==> src/rtl/pc_sequencer.sv <==
// Fetch-address sequencer: boots from RESET_VECTOR, advances on accepted fetches,
// and applies jalr/jump/branch redirects with a one-cycle flush bubble or a sticky misalignment trap.
module pc_sequencer #(
    parameter logic [31:0] RESET_VECTOR = 32'h0000_0000
) (
    input  logic        clk,
    input  logic        rst_n,
    input  logic        pc_src,
    input  logic        jump,
    input  logic        jalr,
    input  logic [31:0] branch_target,
    input  logic [31:0] jalr_target,
    input  logic        stall,
    input  logic        imem_ready,
    output logic [31:0] pc,
    output logic [31:0] pc_plus4,
    output logic        fetch_valid,
    output logic        flush,
    output logic        misaligned,
    output logic [15:0] redirect_cnt
);

    localparam int unsigned CNT_W   = 16;
    localparam logic [CNT_W-1:0] CNT_MAX = '1;

    typedef enum logic [1:0] {BOOT, RUN, REDIRECT, TRAP} state_t;

    state_t      state;
    logic        redirect_req;
    logic [31:0] target;

    // jalr wins over jump/pc_src; its target drops bit 0 before the alignment check
    always_comb begin
        redirect_req = jalr | jump | pc_src;
        target       = jalr ? (jalr_target & 32'hFFFF_FFFE) : branch_target;
    end

    assign pc_plus4 = pc + 32'd4;

    always_ff @(posedge clk or negedge rst_n) begin
        if (!rst_n) begin
            state        <= BOOT;
            pc           <= RESET_VECTOR;
            fetch_valid  <= 1'b0;
            flush        <= 1'b0;
            misaligned   <= 1'b0;
            redirect_cnt <= '0;
        end else begin
            case (state)
                BOOT: begin
                    state       <= RUN;
                    fetch_valid <= 1'b1;
                end
                RUN, REDIRECT: begin
                    if (redirect_req) begin
                        fetch_valid <= 1'b0;
                        if (target[1:0] == 2'b00) begin
                            state <= REDIRECT;
                            pc    <= target;
                            flush <= 1'b1;
                            if (redirect_cnt != CNT_MAX)
                                redirect_cnt <= redirect_cnt + CNT_W'(1);
                        end else begin
                            state      <= TRAP;
                            flush      <= 1'b0;
                            misaligned <= 1'b1;
                        end
                    end else begin
                        state       <= RUN;
                        fetch_valid <= 1'b1;
                        flush       <= 1'b0;
                        // the bubble cycle after a redirect holds pc so the target is fetched once
                        if (state == RUN && imem_ready && !stall)
                            pc <= pc_plus4;
                    end
                end
                TRAP: begin
                    fetch_valid <= 1'b0;
                    flush       <= 1'b0;
                    misaligned  <= 1'b1;
                end
                default: begin
                    state <= BOOT;
                end
            endcase
        end
    end

endmodule

==> config.mk <==
export PLATFORM = sky130hd
export DESIGN_NAME = pc_sequencer
export DESIGN_NICKNAME = d
export VERILOG_FILES = /design/src/rtl/pc_sequencer.sv
export SDC_FILE = /design/constraint.sdc
export NUM_CORES = 1
export LEC_CHECK = 0
export CORE_ASPECT_RATIO = 0.5
export CORE_UTILIZATION = 47
export DETAILED_ROUTE_END_ITERATION = 8
export PLACE_DENSITY = 0.86
export SYNTH_ARGS = -nofsm -noshare
export SYNTH_HDL_FRONTEND = slang
export SYNTH_SLANG_ARGS = --single-unit
==> constraint.sdc <==
create_clock -name clk -period 3.87 [get_ports clk]
set_clock_uncertainty 0.15 [all_clocks]
set_input_delay 0.774 -clock clk [delete_from_list [all_inputs] [get_ports clk]]
set_output_delay 0.774 -clock clk [all_outputs]
set_load 0.05 [all_outputs]
Yosys cells after proc, flatten, opt, wreduce, memory -nomap -nowiden. Index checks and enable logic that the tools add are counted.

Register bits after elaboration: 53. Input bits: 71. Logic and storage cells: 44.

$add $sub $neg: 2. Equality and inequality tests: 7. Multiplexer cells: 15. Bitwise logic cells: 2. Reductions and logical operators: 12.

Operators with widths (count): two-way mux 32 bit (4); adder 32 x 3 -> 32 bit (second input constant) (1); adder 16 x 1 -> 16 bit (second input constant) (1); inequality test 16 bit (second input constant) (1); two-way mux 1 bit (6); AND reduction 3 bit (2); nonzero test 2 bit (3); equality test 2 bit (second input constant) (2); zero test 2 bit (2); inequality test 2 bit (second input constant) (2); case mux 1 bit (2 select lines) (2); case mux 2 bit (2 select lines) (1); AND reduction 4 bit (1); case mux 1 bit (3 select lines) (1); equality test 2 x 1 -> 1 bit (second input constant) (1); logical AND 1 bit (2); two-way mux 2 bit (1); inequality test 2 x 1 -> 1 bit (second input constant) (1); bitwise OR 1 bit (2); OR reduction 2 bit (1); zero test 1 bit (1).

Depth between registers and ports, before layout.
Depth in word-level cells: 5. Gate-level depth with buffers: 8.

Least setup slack after synthesis. No wires, ideal clock.

Path type: register to output. From: reg pc[10]. To: out pc_plus4[18]. Arrival: 2.653 ns. Data required time: 2.946 ns. Slack: 0.293 ns. Cell stages (with the launch flop): 6. Buffers on the path: 1. Path through: dfrtp_1 buf_6 nand4_4 or2_4 or4_4 xnor2_1.

Longest elaborated chain between the ends: 1.

RTL lines: start, declared (RTL line 15) `output logic [31:0] pc,`; start signal, assigned (RTL line 59) `pc <= target;`; start signal, assigned (RTL line 74) `pc <= pc_plus4;`; adder 32 x 3 -> 32 bit (RTL line 38) `assign pc_plus4 = pc + 32'd4;`; end, declared (RTL line 16) `output logic [31:0] pc_plus4,`.

Every way passes these cells.

Final worst setup path.
From: reg pc[18]. To: out pc_plus4[21].

The elaborated chain is that of the path after synthesis.

==> qor.log <==
INFO  timing         timing.final.crit_period=3720ps
INFO  timing         slew-limit-headroom=39.6%
INFO  yosys          synth-async-reset-ratio=100%
INFO  placed_design  hpwl=8460um
INFO  routing        dr.first_iter.drc_count=285
INFO  yosys          dominant_combinational_cell_family_by_area_after_synthesis=simple AND/OR/NAND/NOR gates
INFO  routing        dr_total_vias=3960
INFO  floorplanning  die_h=65.4um
INFO  placed_design  gpl.final_weighted_congestion=0.815
INFO  yosys          synthMuxAreaShare=1.69%
INFO  critical_path  timing.setup.critical_path_class=register to output port
INFO  yosys          yosys.area.top_type_share=35.1%
INFO  finish         final_layout_size_suffix_gt1_share=8.31%
INFO  critical_path  critPathCaptureType=output port
INFO  clock_network  h-tree-depth=2
INFO  timing         fin_setup_tns=0ps
INFO  clock_network  postCtsResizedCells=0
INFO  yosys          synth.lib_cells_used.distinct=65
INFO  clock_network  cts_tree=done
INFO  clock_network  worstSkewPairLatency=300ps
INFO  global_route   antenna_violations_before_repair=0
INFO  yosys          synth-adder-area-share=1.66%
INFO  finish         post_route_cell_area=0.00552sqmm
INFO  finish         syn_to_final_growth=46.0%
INFO  critical_path  cp-start-kind=register
INFO  global_route   via_count_of_the_first_global_routing_pass=3672
INFO  timing         final_min_period_over_clock_period=96.1%
INFO  power_and_ir_drop power_per_cell_area=225mW/mm^2
INFO  finish         n_fill_cell=585
INFO  placed_design  postPlaceCellArea=0.00534sqmm
INFO  yosys          synth-seq-area-share=35.1%
INFO  hold_path      hold_depth=1
INFO  timing         timing.final.hold_violations=0
INFO  clock_network  clockRootBuffer=sky130_fd_sc_hd__clkbuf_16
INFO  global_route   pin_count_of_the_biggest_net_entering_global_routing=40
INFO  timing         fmax=0.269GHz
INFO  timing         finalHoldWorstSlack=351ps
INFO  yosys          synthXorXnorAreaFrac=9.74%
INFO  flow_run       drv.max_cap_violation_count=0
INFO  clock_network  number_of_buffers_added_for_setup_after_cts=0
INFO  floorplanning  die_area=0.00842sqmm
INFO  timing         report.final.setup_viol=0
INFO  routing        aggregate_routed_wire_length=11500um
INFO  yosys          syn_avg_cell_area=8.41squm
INFO  floorplanning  dieWidth=129um
INFO  yosys          yosys.area_share.simple=25.2%
INFO  critical_path  cp_data_required_time=2950ps
INFO  clock_network  tritoncts.num_buffers=5
INFO  clock_network  cts.path.max_buffers=2
INFO  yosys          synth-edff-count=0
INFO  global_route   wire_length_of_the_first_global_routing_pass=18500um
INFO  power_and_ir_drop vdd.ir_drop.worst=190uV
INFO  yosys          synth_warnings=0
INFO  timing         grt_setup_unrepaired=false
INFO  yosys          yosysMostFrequentCell=sky130_fd_sc_hd__dfrtp_1
INFO  routing        detail_route.first_pass.iterations=5
INFO  timing         slew_viol_final=0
INFO  yosys          synthesis.instances=449
INFO  yosys          synth.largest_area_cell=sky130_fd_sc_hd__dfrtp_1
INFO  power_and_ir_drop post-layout-total-power=1.24mW
INFO  hold_path      worst_hold_path_type=register to register
INFO  routing        drt-wirelength-per-cell=16.4um
INFO  finish         design.final.nets=665
INFO  finish         antenna_cells_inserted=0
INFO  global_route   global_route.overflow_total=0
INFO  timing         worst_slew_pin_slew=906ps
INFO  critical_path  cp_data_arrival_time=2790ps
INFO  floorplanning  placementRows=22
INFO  floorplanning  initial_core_util=50.1%
INFO  yosys          ys.flop_type=sky130_fd_sc_hd__dfrtp_1
INFO  yosys          postSynthRegisterBits=53
INFO  placed_design  io_buffers=152
INFO  clock_network  tritoncts_num_sinks=53
INFO  routing        detail_route.vias_per_cell=5.67
INFO  floorplanning  core=0.00754sqmm
INFO  yosys          synth_compound_gate_area_share=20.8%
INFO  yosys          synth_nets=525
INFO  yosys          synth.top_cells.by_area=sky130_fd_sc_hd__dfrtp_1 (35%), sky130_fd_sc_hd__xnor2_1 (7.9%), sky130_fd_sc_hd__nand2_1 (5.1%)
INFO  finish         final_util=73.1%
INFO  clock_network  clkTransAtPathRegs=80ps
INFO  power_and_ir_drop p_leak=2.22nW
INFO  outcome        status=completed
INFO  routing        route.detailed.drc=0
INFO  floorplanning  io_pins=154
INFO  clock_network  hold_buffer_count_at_cts=0
INFO  yosys          ys_top_cells_by_count=sky130_fd_sc_hd__dfrtp_1 (53), sky130_fd_sc_hd__nand2_1 (51), sky130_fd_sc_hd__nor2_1 (37)
INFO  critical_path  critical_path.max_fanout=9
INFO  routing        antenna_violating_nets_post_route=0
INFO  critical_path  r2r_cells=7
INFO  yosys          post_synth_instance_area=0.00378sqmm
INFO  global_route   grt_use_total=28.2%
[per-layer routing]
metal	global-route usage (%)	up-vias	share of wire [%]
met5	0	-	0
met4	8.68	0	1.9
met3	6.60	19	6.4
met2	46.9	143	47
met1	36.7	1904	45
li1	-	1894	-
[cells by family after synthesis]
| kind of cell | after synthesis |
|---|---|
| AOI/OAI and AO/OA | 120 |
| DFF | 53 |
| xor gates and xnor gates | 42 |
| adders and majority gates | 5 |
| buffers and inverters | 44 |
| and+or+nand+nor | 179 |
| muxes | 6 |
[metrics by stage]
step                setup WS [ps]  cells
floorplan                     293    449
global placement              526    690
detailed placement            516    690
CTS                           187    698
global route                 13.2    698
finish                        153    698
[critical path: stages, from the launching register on]
cell	delay [ps]
sky130_fd_sc_hd__dfrtp_1	440
sky130_fd_sc_hd__nand4_1	270
sky130_fd_sc_hd__nor2_2	400
sky130_fd_sc_hd__nand4_1	330
sky130_fd_sc_hd__xnor2_1	230
sky130_fd_sc_hd__clkdlybuf4s50_1	830
[sequential cells by signal, summed over array words and instances (netlist names)]
| register | count |
|---|---|
| pc | 32 |
| redirect_cnt | 16 |
| misaligned | 1 |
| state | 2 |
| flush | 1 |
| fetch_valid | 1 |
[final timing paths]
path | start | to | slack, ps
worst max-delay path | pc[18] | pc_plus4[21] | 150
worst min register to register | redirect_cnt[11] | redirect_cnt[11] | 350
worst min-delay path | redirect_cnt[11] | redirect_cnt[11] | 350
min in group asynchronous | rst_n | fetch_valid | 450
worst max register to register | state[0] | pc[23] | 1300
max in group asynchronous | rst_n | redirect_cnt[7] | 2380
[cell type report]
cell class                      instances  area [sq um]  area share (%)
Timing Repair Buffer                  164          1590            28.9
Multi-Input combinational cell        352          2240            40.6
Clock buffer                            5           125            2.27
Inverter                               13          48.8           0.885
Sequential cell                        53          1330            24.0
Tap cell                              108           135            2.45
Clock inverter                          3          47.5           0.862
[report_power, final]
part | total, mW | leakage, nW | switching [mW] | internal [mW]
registers | 0.553 | 0.694 | 0 | 0.553
clock network | 0.530 | 0.0848 | 0.219 | 0.310
logic | 0.156 | 1.45 | 0.0674 | 0.0884
total | 1.24 | 2.22 | 0.287 | 0.952
[cell usage in the layout, fill, tap and decap left out, drive strengths merged, types with 3 or more instances in the layout]
cell type | Yosys | layout
clkdlybuf4s50 | 0 | 147
dfrtp | 53 | 53
nand2 | 51 | 51
nor2 | 38 | 38
a21oi | 36 | 36
xnor2 | 34 | 34
o21ai | 31 | 31
nand3 | 22 | 22
nand4 | 17 | 17
buf | 11 | 17
inv | 13 | 15
and3 | 9 | 9
nor3 | 9 | 9
xor2 | 8 | 8
a211oi | 8 | 8
a31oi | 7 | 7
and2 | 6 | 6
a2bb2oi | 6 | 6
nor3b | 5 | 5
ha | 5 | 5
clkbuf | 20 | 5
o31a | 5 | 5
and4 | 4 | 4
nor2b | 4 | 4
nor4 | 4 | 4
or3 | 3 | 3
mux2i | 3 | 3
o22a | 3 | 3
mux2 | 3 | 3
o22ai | 3 | 3
a221oi | 3 | 3
(Power assumes the default switching activity.)
